`src/rtl/msfsm_pkg.sv`:
```
// Shared definitions for the Petri-net style state-machine component:
// default ring maps, per-transition map slicing and one-hot checking.
package msfsm_pkg;

    localparam int MAX_W   = 64;
    localparam int MAX_MAP = 1024;

    // Four-place ring 0->1->2->3->0, one transition per place
    localparam logic [15:0] DEF_PRE  = 16'h8421;
    localparam logic [15:0] DEF_POST = 16'h1842;

    // Extract slice idx of width w from a flattened map (zero-extended)
    function automatic logic [MAX_W-1:0] map_slice(input logic [MAX_MAP-1:0] map,
                                                   input int idx, input int w);
        logic [MAX_MAP-1:0] sh;
        logic [MAX_W-1:0]   mask;
        sh   = map >> (idx * w);
        mask = (w >= MAX_W) ? '1 : ((MAX_W'(1) << w) - MAX_W'(1));
        return sh[MAX_W-1:0] & mask;
    endfunction

    // True when zero or one bit is set
    function automatic logic at_most_one(input logic [MAX_W-1:0] v);
        return (v & (v - MAX_W'(1))) == '0;
    endfunction

endpackage

```
`src/rtl/msfsm_prio_arb.sv`:
```
// Fixed-priority arbiter: grants the lowest-index active request.
module msfsm_prio_arb #(
    parameter int N = 4
) (
    input  logic [N-1:0] req,
    output logic [N-1:0] grant
);
    // Two's-complement trick isolates the lowest set bit
    assign grant = req & (~req + N'(1));
endmodule

```
`src/rtl/msfsm_component_param.sv`:
```
// One component of a synchronised multi-FSM: one-hot marking over N_PLACES,
// fires at most one member transition per cycle, counts firings, flags illegal requests.
module msfsm_component_param
    import msfsm_pkg::*;
#(
    parameter int                          N_PLACES   = 4,
    parameter int                          N_TRANS    = 4,
    parameter logic [N_TRANS*N_PLACES-1:0] PRE        = DEF_PRE,
    parameter logic [N_TRANS*N_PLACES-1:0] POST       = DEF_POST,
    parameter int                          INIT_PLACE = 0,
    parameter int                          CNT_W      = 16
) (
    input  logic                clk,
    input  logic                reset,
    input  logic [N_TRANS-1:0]  t_req,
    input  logic [N_TRANS-1:0]  t_sync,
    input  logic                hold,
    input  logic                err_clr,
    output logic [N_PLACES-1:0] p,
    output logic [N_TRANS-1:0]  t_en,
    output logic [N_TRANS-1:0]  fire,
    output logic [CNT_W-1:0]    fire_cnt,
    output logic                err
);

    localparam logic [MAX_MAP-1:0]  PRE_X     = MAX_MAP'(PRE);
    localparam logic [MAX_MAP-1:0]  POST_X    = MAX_MAP'(POST);
    localparam logic [N_PLACES-1:0] INIT_MARK = N_PLACES'(1) << INIT_PLACE;

    logic [N_TRANS-1:0]                member;
    logic [N_TRANS-1:0][N_PLACES-1:0]  post_tbl;
    logic [N_TRANS-1:0]                cand;
    logic [N_TRANS-1:0]                grant;
    logic [N_PLACES-1:0]               p_nxt;
    logic                              err_set;

    for (genvar i = 0; i < N_TRANS; i++) begin : g_tr
        localparam logic [MAX_W-1:0] PRE_W  = map_slice(PRE_X, i, N_PLACES);
        localparam logic [MAX_W-1:0] POST_W = map_slice(POST_X, i, N_PLACES);

        if (!at_most_one(PRE_W) || !at_most_one(POST_W) ||
            (PRE_W != '0 && POST_W == '0)) begin : g_bad
            $error("msfsm_component_param: illegal PRE/POST slice for transition %0d", i);
        end

        assign member[i]   = (PRE_W != '0);
        assign t_en[i]     = |(PRE_W[N_PLACES-1:0] & p);
        assign post_tbl[i] = POST_W[N_PLACES-1:0];
    end

    assign cand = t_req & t_sync & t_en & {N_TRANS{~hold}};

    msfsm_prio_arb #(.N(N_TRANS)) u_arb (
        .req   (cand),
        .grant (grant)
    );

    // Reset wins over any firing in the same cycle
    assign fire = grant & {N_TRANS{reset}};

    // Only candidates blocked by the marking count as errors, never arbitration losers
    assign err_set = |(member & t_req & t_sync & ~t_en) & ~hold;

    always_comb begin
        p_nxt = p;
        for (int i = 0; i < N_TRANS; i++)
            if (fire[i]) p_nxt = post_tbl[i];
    end

    always_ff @(posedge clk) begin
        if (!reset) begin
            p        <= INIT_MARK;
            fire_cnt <= '0;
            err      <= 1'b0;
        end else begin
            p <= p_nxt;
            if (|fire && fire_cnt != '1)
                fire_cnt <= fire_cnt + CNT_W'(1);
            if (err_set)
                err <= 1'b1;
            else if (err_clr)
                err <= 1'b0;
        end
    end

endmodule

```
`config.mk`:
```
export PLATFORM = sky130hd
export DESIGN_NAME = msfsm_component_param
export DESIGN_NICKNAME = d
export VERILOG_FILES = /design/src/rtl/msfsm_pkg.sv /design/src/rtl/msfsm_prio_arb.sv /design/src/rtl/msfsm_component_param.sv
export SDC_FILE = /design/constraint.sdc
export NUM_CORES = 1
export LEC_CHECK = 0
export CAP_MARGIN = 20
export CORE_MARGIN = 8
export CORE_UTILIZATION = 40
export DETAILED_ROUTE_END_ITERATION = 12
export HOLD_SLACK_MARGIN = 0.06
export PLACE_DENSITY = 0.7
export SYNTH_ARGS = -nofsm -noshare
export SYNTH_HDL_FRONTEND = slang
export SYNTH_SLANG_ARGS = --single-unit
export TNS_END_PERCENT = 5
```
`constraint.sdc`:
```
create_clock -name clk -period 2.85 [get_ports clk]
set_input_delay 0.57 -clock clk [delete_from_list [all_inputs] [get_ports clk]]
set_output_delay 0.57 -clock clk [all_outputs]
set_load 0.01 [all_outputs]
```
==> metrics.md, run 1 <==
| Metric | Value |
|---|---|
| H-tree lvl count | `1` |
| Busiest grt layer | `met2` |
| Sum Neg Setup Slack | `0 ns` |
| TritonCTS clock tree | `done` |
| WL final | `3069 um` |
| Crit path DAT | `around 2.2 ns` |
| Combinational share of power | `0.138` |
| I/O Pins | `just over 40` |
| Hold WS | `0.4965 ns` |
| ANT cells | `0` |
| Fmax | `between 300 and 400 MHz` |
| Cells after Synth | `135` |
| Initial antenna violation count | `0` |
| Nets@finish | `~190` |
| First-pass GRT wire length | `about 5300 um` |
| Routed WL per cell | `14.61 um` |
| Setup CP Type | `primary input to primary output` |
| Max-Cap Viols | `0` |
| Clock Pin Slew Worst Setup and Hold Paths | `roughly 0.11 ns` |
| Least-Margin Pin Slew | `just under 0.5 ns` |
| Syn_nets | `between 100 and 150` |
| Vias post-DR | `around 1100` |
| Clock power share | `0.275` |
| Vias in the first global route | `1140` |
| Met3 Resource Use GR | `0.03068` |
| Most frequent cells in the layout | `clkdlybuf4s50_1 (39), dfxtp_1 (21), nor2_1 (19)` |
| Clock latency on the worst-skew pair | `0.30 ns` |
| Most common cell after layout, fill and taps aside | `clkdlybuf4s50_1` |
| LEAKAGE | `between 0.6 and 0.7 nW` |
| Register-to-register setup slack | `approximately 1.1 ns` |
| Count of pins over their slew limit | `0` |
| Via density | `5.367` |
| Synth warn | `0` |
| Gr usage total | `0.1244` |
| Finished Cell Area | `between 1500 and 2000 um2` |
| # rows | `20` |
| GP Congestion | `a little over 0.8` |
| Grt met2 use | `0.2214` |
| NetSw | `approximately 0.12 mW` |
| Grt met1 use | `0.1383` |
| Register area share after synthesis | `0.3415` |
| Largest net degree at the start of global routing | `16` |
| Status | `complete, no violations` |
| Slew HR | `0.6716` |
| HPWL after detailed placement | `roughly 2400 um` |
| Min-delay worst type | `flip-flop to flip-flop` |
| Clock Tree Buf Depth | `2` |
| Post-route setup slack | `~0.098 ns` |
| Area after DPL | `around 1700 um2` |
| Die area | `~5000 um2` |
| Initial DRT Pass Iterations | `4` |
| FF+latch count, synth | `21` |
| Pwr/cell area | `305.1 nW/um2` |
| Crit start category | `primary input` |
| Sinks on Clock Net | `21` |
| Final setup fails | `0` |
| Share of cells above drive strength 1 | `0.1356` |
| Final hold vios | `0` |
| Post-synth EDFFs | `0` |
| Final Skew | `roughly 0.0085 ns` |
| DIE WIDTH | `approximately 70 um` |
| Root Buffer | `clkbuf_4` |
| DR DRC count | `0` |
| Asr flop ratio synth | `0` |
| Core area | `around 3000 um2` |
| Synth unique cells | `34` |
| P_int | `just under 0.4 mW` |
| DRT iter0 DRCs | `38` |
| Worst slack at placement | `0.03372 ns` |
| Final period util | `0.9656` |
| Worst EP required | `about 2.3 ns` |
| Port-buffer cells | `40` |
| Num CTS Buffers | `3` |
| CP max FO | `5` |
| Crit end category | `primary output` |
| Starting Density | `0.4100` |
| Grt ovf | `0` |
| Die height | `roughly 70 um` |
| RSZ-0062 raised after global routing | `false` |
| Netlist Area Pre-Place | `around 1200 um2` |
| Post-synth top flop | `dfxtp_1` |
| Mapped Avg Cell Area | `roughly 9 um2` |
| Layout area overhead | `37.30%` |
| Switching fraction of total power | `0.2401` |
| Maximum vdd drop | `between 0.15 and 0.2 mV` |
| Reg power frac | `0.587` |
| Period minus WS final | `2.752 ns` |
| Final ANT Viol Nets | `0` |
cell usage after synthesis, drive strengths merged, types with 2 or more instances:
cell type / number / area share
nand4: 5 / 0.030
inv: 4 / 0.012
nand4b: 4 / 0.077
a21oi: 7 / 0.028
mux2i: 2 / 0.016
clkbuf: 2 / 0.0061
nand2: 14 / 0.043
nor4: 6 / 0.068
and4: 3 / 0.023
xnor2: 10 / 0.071
o22a: 2 / 0.014
nand3: 10 / 0.045
a31o: 2 / 0.014
o211a: 2 / 0.016
dfxtp: 21 / 0.34
buf: 5 / 0.034
nand2b: 3 / 0.015
nor2: 19 / 0.058
nor3: 6 / 0.028
metrics by stage:
step                  util  power (mW)  instances
CTS                 0.5621      0.5233        210
finish              0.5629      0.5158        210
detailed placement  0.5533      0.3811        206
floorplan                -      0.3412        135
global placement    0.5533      0.3794        206
global route        0.5629      0.5409        210
power groups by stage:
stage / clock network [mW] / logic [mW] / registers, mW
3_3_place_gp: 0 / 0.0700 / 0.309
2_1_floorplan: 0 / 0.0303 / 0.311
3_5_place_dp: 0 / 0.0716 / 0.310
4_1_cts: 0.149 / 0.0719 / 0.303
6_report: 0.142 / 0.0710 / 0.303
5_1_grt: 0.160 / 0.0773 / 0.304
cells by family after synthesis:
| logic type | synth area share |
|---|---|
| compound gates | 0.09248 |
| xor+xnor | 0.07113 |
| fa+ha+maj | 0.01016 |
| buf+inv | 0.05183 |
| flops | 0.3415 |
| mux | 0.01626 |
| simple gates | 0.4167 |
cell type report:
type                       instances  area [um2]
timing repair buffer              45       440.4
fill                             301        1313
inverter                           4       15.01
multi-input combinational        103       747.0
sequential                        21       420.4
clock buffer                       4       26.28
tap                               33       41.29
flip-flops by register name, indices dropped and copies added, names as in the netlist:
signal,cells
fire_cnt,16
p,4
err,1
path summary, 6_finish.rpt:
kind,start,to,cells past startpoint
hold reg to reg,err,err,2
setup / recovery,hold,fire[2],6
setup reg to reg,fire_cnt[0],fire_cnt[4],6
hold / removal,err,err,2
worst max-delay path: stages:
cell	delay, ns
clkdlybuf4s50_1	0.56
nand4b_4	0.17
nand3_1	0.11
buf_4	0.15
nor2_1	0.08
clkdlybuf4s50_1	0.55
what timing repair did:
item / CTS / global route
setup buffers: 0 / 0
hold buffers: 0 / 0
setup endpoints to repair: 0 / 1
resized for setup: 0 / 1
per-layer routing:
layer  up-vias  share of wire
met5         -              0
met3         2          0.055
met1       532           0.44
met2        23           0.50
met4         0         0.0059
li1        570              -
Note: power is estimated with default switching activity, not from simulation.
==> inputs of run 2 (changes only) <==
PLACE_DENSITY = 0.73   (was 0.7)
RECOVER_POWER = 100   (was not set)
clock period = 2.3 ns   (was 2.85 ns; I/O delays follow)
==> metrics.md, run 2 (same netlist as run 1, synthesis figures left out) <==
| Metric | Value |
|---|---|
| Count of pins over their slew limit | `0 (unchanged)` |
| Post-Layout Cell Count | `214 (+1.9%)` |
| Final Skew | `0.01434 ns (+0.005866 ns)` |
| Gr usage total | `0.1351 (+0.01068)` |
| HPWL after detailed placement | `2550 um (+5.1%)` |
| Most common cell after layout, fill and taps aside | `dlygate4sd3_1` |
| Crit path DAT | `1.75 ns (-0.43 ns)` |
| Worst EP required | `1.84 ns (-0.44 ns)` |
| DP Cell Count | `210 (+1.9%)` |
| Register area | `420.4 um2 (unchanged)` |
| CP max FO | `3 (-2)` |
| Initial DRT Pass Iterations | `4 (unchanged)` |
| DR DRC count | `0 (unchanged)` |
| Max-Cap Viols | `0 (unchanged)` |
| DRT iter0 DRCs | `44 (+16%)` |
| Port-buffer cells | `40 (unchanged)` |
| R2R cell count | `6 (unchanged)` |
| Slew HR | `0.6918 (+0.02013)` |
| DIE WIDTH | `71.48 um (unchanged)` |
| Grt ovf | `0 (unchanged)` |
| CTS hold repair buffers | `0 (unchanged)` |
| Reg power frac | `0.587 (about the same)` |
| TritonCTS clock tree | `done` |
| Switching fraction of total power | `0.2448 (+0.004698)` |
| Crit start category | `primary input` |
| Pwr/cell area | `388.0 nW/um2 (+27%)` |
| Final period util | `0.9601` |
| Vias in the first global route | `1181 (+3.6%)` |
| Initial antenna violation count | `0 (unchanged)` |
| Largest register FFs | `16 (unchanged)` |
| ANT cells | `0 (unchanged)` |
| Via density | `5.491 (+2.3%)` |
| Largest Register | `fire_cnt` |
| Final setup fails | `0 (unchanged)` |
| Min-delay worst type | `flip-flop to flip-flop` |
| Finished Cell Area | `1644 um2 (-2.7%)` |
| Num CTS Buffers | `3 (unchanged)` |
| P_int | `0.4818 mW (+23%)` |
| Maximum vdd drop | `0.1805 mV (+14%)` |
| Fillers | `303 (+0.66%)` |
| Worst r2r dst | `fire_cnt[5]` |
| Hold path cells | `2 (unchanged)` |
| Vias post-DR | `1175 (+4.3%)` |
| LEAKAGE | `0.7069 nW (+6.9%)` |
| Top Registers | `fire_cnt (16), p (4), err (1)` |
| Routed WL per cell | `15.02 um (+2.8%)` |
| Post-CTS Setup Bufs | `0 (unchanged)` |
| # rows | `20 (unchanged)` |
| Starting Density | `0.4100 (unchanged)` |
| Worst r2r src | `p[3]` |
| Die height | `71.48 um (unchanged)` |
| GP Congestion | `0.8313 (+1.5%)` |
| Crit end category | `primary output` |
| Die area | `5109 um2 (unchanged)` |
| Root Buffer | `clkbuf_4` |
| Most frequent cells in the layout | `dlygate4sd3_1 (26), dfxtp_1 (21), nor2_1 (19)` |
| Worst Hold Launch | `err` |
| Nets@finish | `195 (+2.1%)` |
| Setup CP Type | `primary input to primary output` |
| Combinational share of power | `0.129 (-0.009)` |
| Largest net degree at the start of global routing | `16 (unchanged)` |
| Multi-input logic area | `690.7 um2 (-7.5%)` |
| Status | `complete, no violations` |
| H-tree lvl count | `1 (unchanged)` |
| RSZ-0062 raised after global routing | `false` |
| Clock Tree Buf Depth | `2 (unchanged)` |
| Core area | `3003 um2 (unchanged)` |
| Area after DPL | `1692 um2 (+1.8%)` |
| NetSw | `0.1561 mW (+26%)` |
| Share of cells above drive strength 1 | `0.1105 (-0.02510)` |
| Layout area overhead | `33.54%` |
| Clock power share | `0.284 (+0.009)` |
| Final hold vios | `0 (unchanged)` |
| Fmax | `between 400 and 500 MHz` |
| WL final | `3214 um (+4.7%)` |
| Period minus WS final | `2.208 ns` |
| First-pass GRT wire length | `5623 um (+6.3%)` |
| Worst Hold End | `err` |
| I/O Pins | `41 (unchanged)` |
| Clock Pin Slew Worst Setup and Hold Paths | `0.11 ns (about the same)` |
| Post_cts resized | `4 (+4)` |
| Sinks on Clock Net | `21 (unchanged)` |
| Register-to-register setup slack | `0.54 ns (-0.59 ns)` |
| Final ANT Viol Nets | `0 (unchanged)` |
| Least-Margin Pin Slew | `0.4589 ns (-0.02996 ns)` |
| Clock latency on the worst-skew pair | `0.31 ns (about the same)` |
-- run 2: changes by cell type in the layout (fill, tap and decap cells not counted), moves of 2 or more --
cell,delta
nor4_1,+4
clkdlybuf4s50_1,-29
dlygate4sd3_1,+26
nand4b_4,-2
nand4b_1,+2
dlygate4sd2_1,+3
clkbuf_1,+3
nor4_2,-4
-- run 2: critical path, stage by stage --
cell,delay [ns]
clkdlybuf4s50_1,0.52
nand4b_1,0.15
nand3_1,0.10
clkbuf_4,0.15
nor2_1,0.09
dlygate4sd2_1,0.28
-- run 2: worst max-delay path by stage --
stage,start,endpoint,slack [ns]
after floorplan,reset,fire[0],0.57
after global placement,hold,fire[3],-0.21
after detailed placement,hold,fire[3],-0.26
after CTS,hold,fire[3],0.02
after global routing,hold,fire[2],0.02
final,hold,fire[2],0.09
-- run 2: final cells by class --
cell class / count / share of cell area
flip-flops and latches: 21 / 0.2557
inverters: 4 / 0.009132
clock buffers: 4 / 0.01598
multi-input cells: 103 / 0.4201
well taps: 33 / 0.02511
repair buffers: 49 / 0.2740
-- run 2: power groups by stage --
stage / combinational, mW / sequential, mW / clock, mW
CTS: 0.0915 / 0.376 / 0.185
detailed placement: 0.0917 / 0.384 / 0
finish: 0.0822 / 0.374 / 0.181
global route: 0.0901 / 0.376 / 0.203
global placement: 0.0895 / 0.383 / 0
floorplan: 0.0375 / 0.385 / 0
-- run 2: per-stage QoR --
| stage | setup TNS, ns | util | hold slack [ns] | total power, mW | setup slack, ns |
|---|---|---|---|---|---|
| final | 0 | 0.5475 | 0.5066 | 0.6379 | 0.09178 |
| after global routing | 0 | 0.5475 | 0.5542 | 0.6693 | 0.01753 |
| after CTS | 0 | 0.5704 | 0.5233 | 0.6522 | 0.01905 |
| after detailed placement | -0.9798 | 0.5633 | 0.4965 | 0.4756 | -0.2577 |
| after global placement | -0.5470 | 0.5633 | 0.4739 | 0.4728 | -0.2148 |
| after floorplan | 0 | - | 0.5222 | 0.4228 | 0.5672 |
-- run 2: metal layers --
layer / vias up / part of all wire / global-route usage / wire length [um]
met5: - / 0 / 0 / 0
met4: 0 / 0.026 / 0.06803 / 85
met3: 8 / 0.062 / 0.04045 / 199
met2: 25 / 0.49 / 0.2255 / 1574
met1: 563 / 0.42 / 0.1521 / 1355
li1: 579 / - / - / -
==> inputs of run 3 (changes only) <==
SETUP_SLACK_MARGIN = 0.3   (was not set)
==> metrics.md, run 3 (same netlist as run 1, synthesis figures left out) <==
| Metric | Value |
|---|---|
| Final setup fails | `0 (unchanged)` |
| Setup CP Type | `primary input to primary output` |
| Crit start category | `primary input` |
| Root Buffer | `clkbuf_4` |
| Worst path cell trace | `dlygate4sd3_1 -> nand4b_2 -> nor2_1 -> clkdlybuf4s25_1` |
| Via density | `5.500 (+0.17%)` |
| Sinks on Clock Net | `21 (unchanged)` |
| Post-route setup slack | `0.1997 ns (+0.1079 ns)` |
| DRT iter0 DRCs | `58 (+32%)` |
| Final hold vios | `0 (unchanged)` |
| Layout area overhead | `36.18%` |
| Top Registers | `fire_cnt (16), p (4), err (1)` |
| Grt ovf | `0 (unchanged)` |
| Initial DRT Pass Iterations | `4 (unchanged)` |
| TritonCTS clock tree | `done` |
| Nets@finish | `197 (+1.0%)` |
| Post-Layout Cell Count | `216 (+0.93%)` |
| Critical Path Slowest Stage Cell | `dlygate4sd3_1` |
| Clock latency on the worst-skew pair | `0.31 ns (about the same)` |
| Fmax | `476.1 MHz (+5.1%)` |
| Count of pins over their slew limit | `0 (unchanged)` |
| Clock power share | `0.283 (about the same)` |
| Buf/Inv on CP | `2 (-1)` |
| Status | `complete, no violations` |
| DP Cell Count | `210 (unchanged)` |
| Worst EP required | `1.84 ns (about the same)` |
| DR DRC count | `0 (unchanged)` |
| LEAKAGE | `0.7455 nW (+5.5%)` |
| Final period util | `0.9132 (-0.04691)` |
| Routed WL per cell | `15.22 um (+1.3%)` |
| Starting Density | `0.4100 (unchanged)` |
| Maximum vdd drop | `0.1826 mV (+1.2%)` |
| Most common cell after layout, fill and taps aside | `dlygate4sd3_1` |
| Clock Tree Buf Depth | `2 (unchanged)` |
| ANT cells | `0 (unchanged)` |
| Gr usage total | `0.1351 (unchanged)` |
| Initial antenna violation count | `0 (unchanged)` |
| WL final | `3287 um (+2.3%)` |
| Final ANT Viol Nets | `0 (unchanged)` |
| Core area | `3003 um2 (unchanged)` |
| Crit end category | `primary output` |
| Combinational share of power | `0.135 (+0.006)` |
| Sum Neg Setup Slack | `0 ns (unchanged)` |
| Largest net degree at the start of global routing | `16 (unchanged)` |
| # rows | `20 (unchanged)` |
| GP Congestion | `0.8313 (unchanged)` |
| Reg power frac | `0.582 (-0.005)` |
| Die area | `5109 um2 (unchanged)` |
| Register-to-register setup slack | `0.60 ns (+0.06 ns)` |
| Pwr/cell area | `384.3 nW/um2 (-0.96%)` |
| Hold WS | `0.5044 ns (-0.002266 ns)` |
| DIE WIDTH | `71.48 um (unchanged)` |
| RSZ-0062 raised after global routing | `true` |
| Vias post-DR | `1188 (+1.1%)` |
| Least-Margin Pin Slew | `0.4021 ns (-0.05681 ns)` |
| NetSw | `0.1603 mW (+2.7%)` |
| Final Skew | `0.01322 ns (-0.001125 ns)` |
| Period minus WS final | `2.100 ns (-0.1079 ns)` |
| Min-delay worst type | `flip-flop to flip-flop` |
| H-tree lvl count | `1 (unchanged)` |
| Die height | `71.48 um (unchanged)` |
| Clock Pin Slew Worst Setup and Hold Paths | `0.11 ns (about the same)` |
| First-pass GRT wire length | `5630 um (+0.12%)` |
| Most frequent cells in the layout | `dlygate4sd3_1 (26), dfxtp_1 (21), nor2_1 (19)` |
| HPWL after detailed placement | `2550 um (unchanged)` |
| Crit path DAT | `1.64 ns (-0.11 ns)` |
| Largest register FFs | `16 (unchanged)` |
| Kind of cell adding the most delay to the critical path | `buffers and inverters` |
| Worst slack at placement | `-0.2577 ns (unchanged)` |
| Slew HR | `0.7299 (+0.03816)` |
| I/O Pins | `41 (unchanged)` |
| Area after DPL | `1692 um2 (unchanged)` |
| CP max FO | `3 (unchanged)` |
| CP max stage delay | `0.60 ns (+0.08 ns)` |
| Finished Cell Area | `1677 um2 (+2.0%)` |
| Share of cells above drive strength 1 | `0.1257 (+0.01519)` |
| Num CTS Buffers | `3 (unchanged)` |
| Fillers | `299 (-1.3%)` |
| P_int | `0.4840 mW (+0.46%)` |
| Port-buffer cells | `40 (unchanged)` |
| Switching fraction of total power | `0.2488 (+0.004026)` |
| Vias in the first global route | `1181 (unchanged)` |
| Max-Cap Viols | `0 (unchanged)` |
| Largest Register | `fire_cnt` |
## run 3: cell count changes in the layout (fill, tap and decap cells not counted), moves of 2 or more
cell             previous run  this run
nand4b_1                    2         0
clkdlybuf4s25_1             0         3
dlygate4sd2_1               3         5
clkdlybuf4s50_1            10         4
buf_4                       6         9
## run 3: worst paths after layout
| kind | cells after the start | startpoint | end |
|---|---|---|---|
| setup / recovery | 4 | t_req[2] | fire[2] |
| hold / removal | 2 | err | err |
| setup reg to reg | 6 | p[2] | fire_cnt[3] |
| hold reg to reg | 2 | err | err |
## run 3: final cells by class
class	instances	area [um2]	area share
flip-flops and latches	21	420.4	0.2507
clock buffers	4	26.28	0.01567
repair buffers	51	473.0	0.2821
multi-input cells	103	700.7	0.4179
well taps	33	41.29	0.02463
inverters	4	15.01	0.008955
## run 3: routing by layer
layer / wire, um / GRT usage / up-vias
met2: 1610 / 0.2255 / 35
met3: 247 / 0.04045 / 8
li1: - / - / 585
met1: 1339 / 0.1521 / 560
met4: 90 / 0.06803 / 0
met5: 0 / 0 / -
## run 3: power by group through the flow
stage / Sequential (mW) / Clock (mW) / Combinational (mW)
floorplan: 0.385 / 0 / 0.0375
global placement: 0.383 / 0 / 0.0895
detailed placement: 0.384 / 0 / 0.0917
CTS: 0.376 / 0.185 / 0.0885
global route: 0.377 / 0.203 / 0.0944
finish: 0.375 / 0.182 / 0.0868
## run 3: timing repair
item,4_1_cts,5_1_grt
endpoints found under the setup margin,9,5
resized for setup,18,3
setup buffers,0,2
hold buffers,0,0
## run 3: worst min-delay path, delay by kind of cell, from the launching register on
| kind | cells | cell delay (ns) |
|---|---|---|
| DFF | 1 | 0.35 |
| and+or+nand+nor | 1 | 0.07 |
| AOI/OAI and AO/OA | 1 | 0.06 |
## run 3: metrics by stage
stage                     power [mW]    util
after global routing          0.6741  0.5583
after detailed placement      0.4756  0.5633
after global placement        0.4728  0.5633
final                         0.6443  0.5583
after CTS                     0.6492  0.5692
after floorplan               0.4228       -
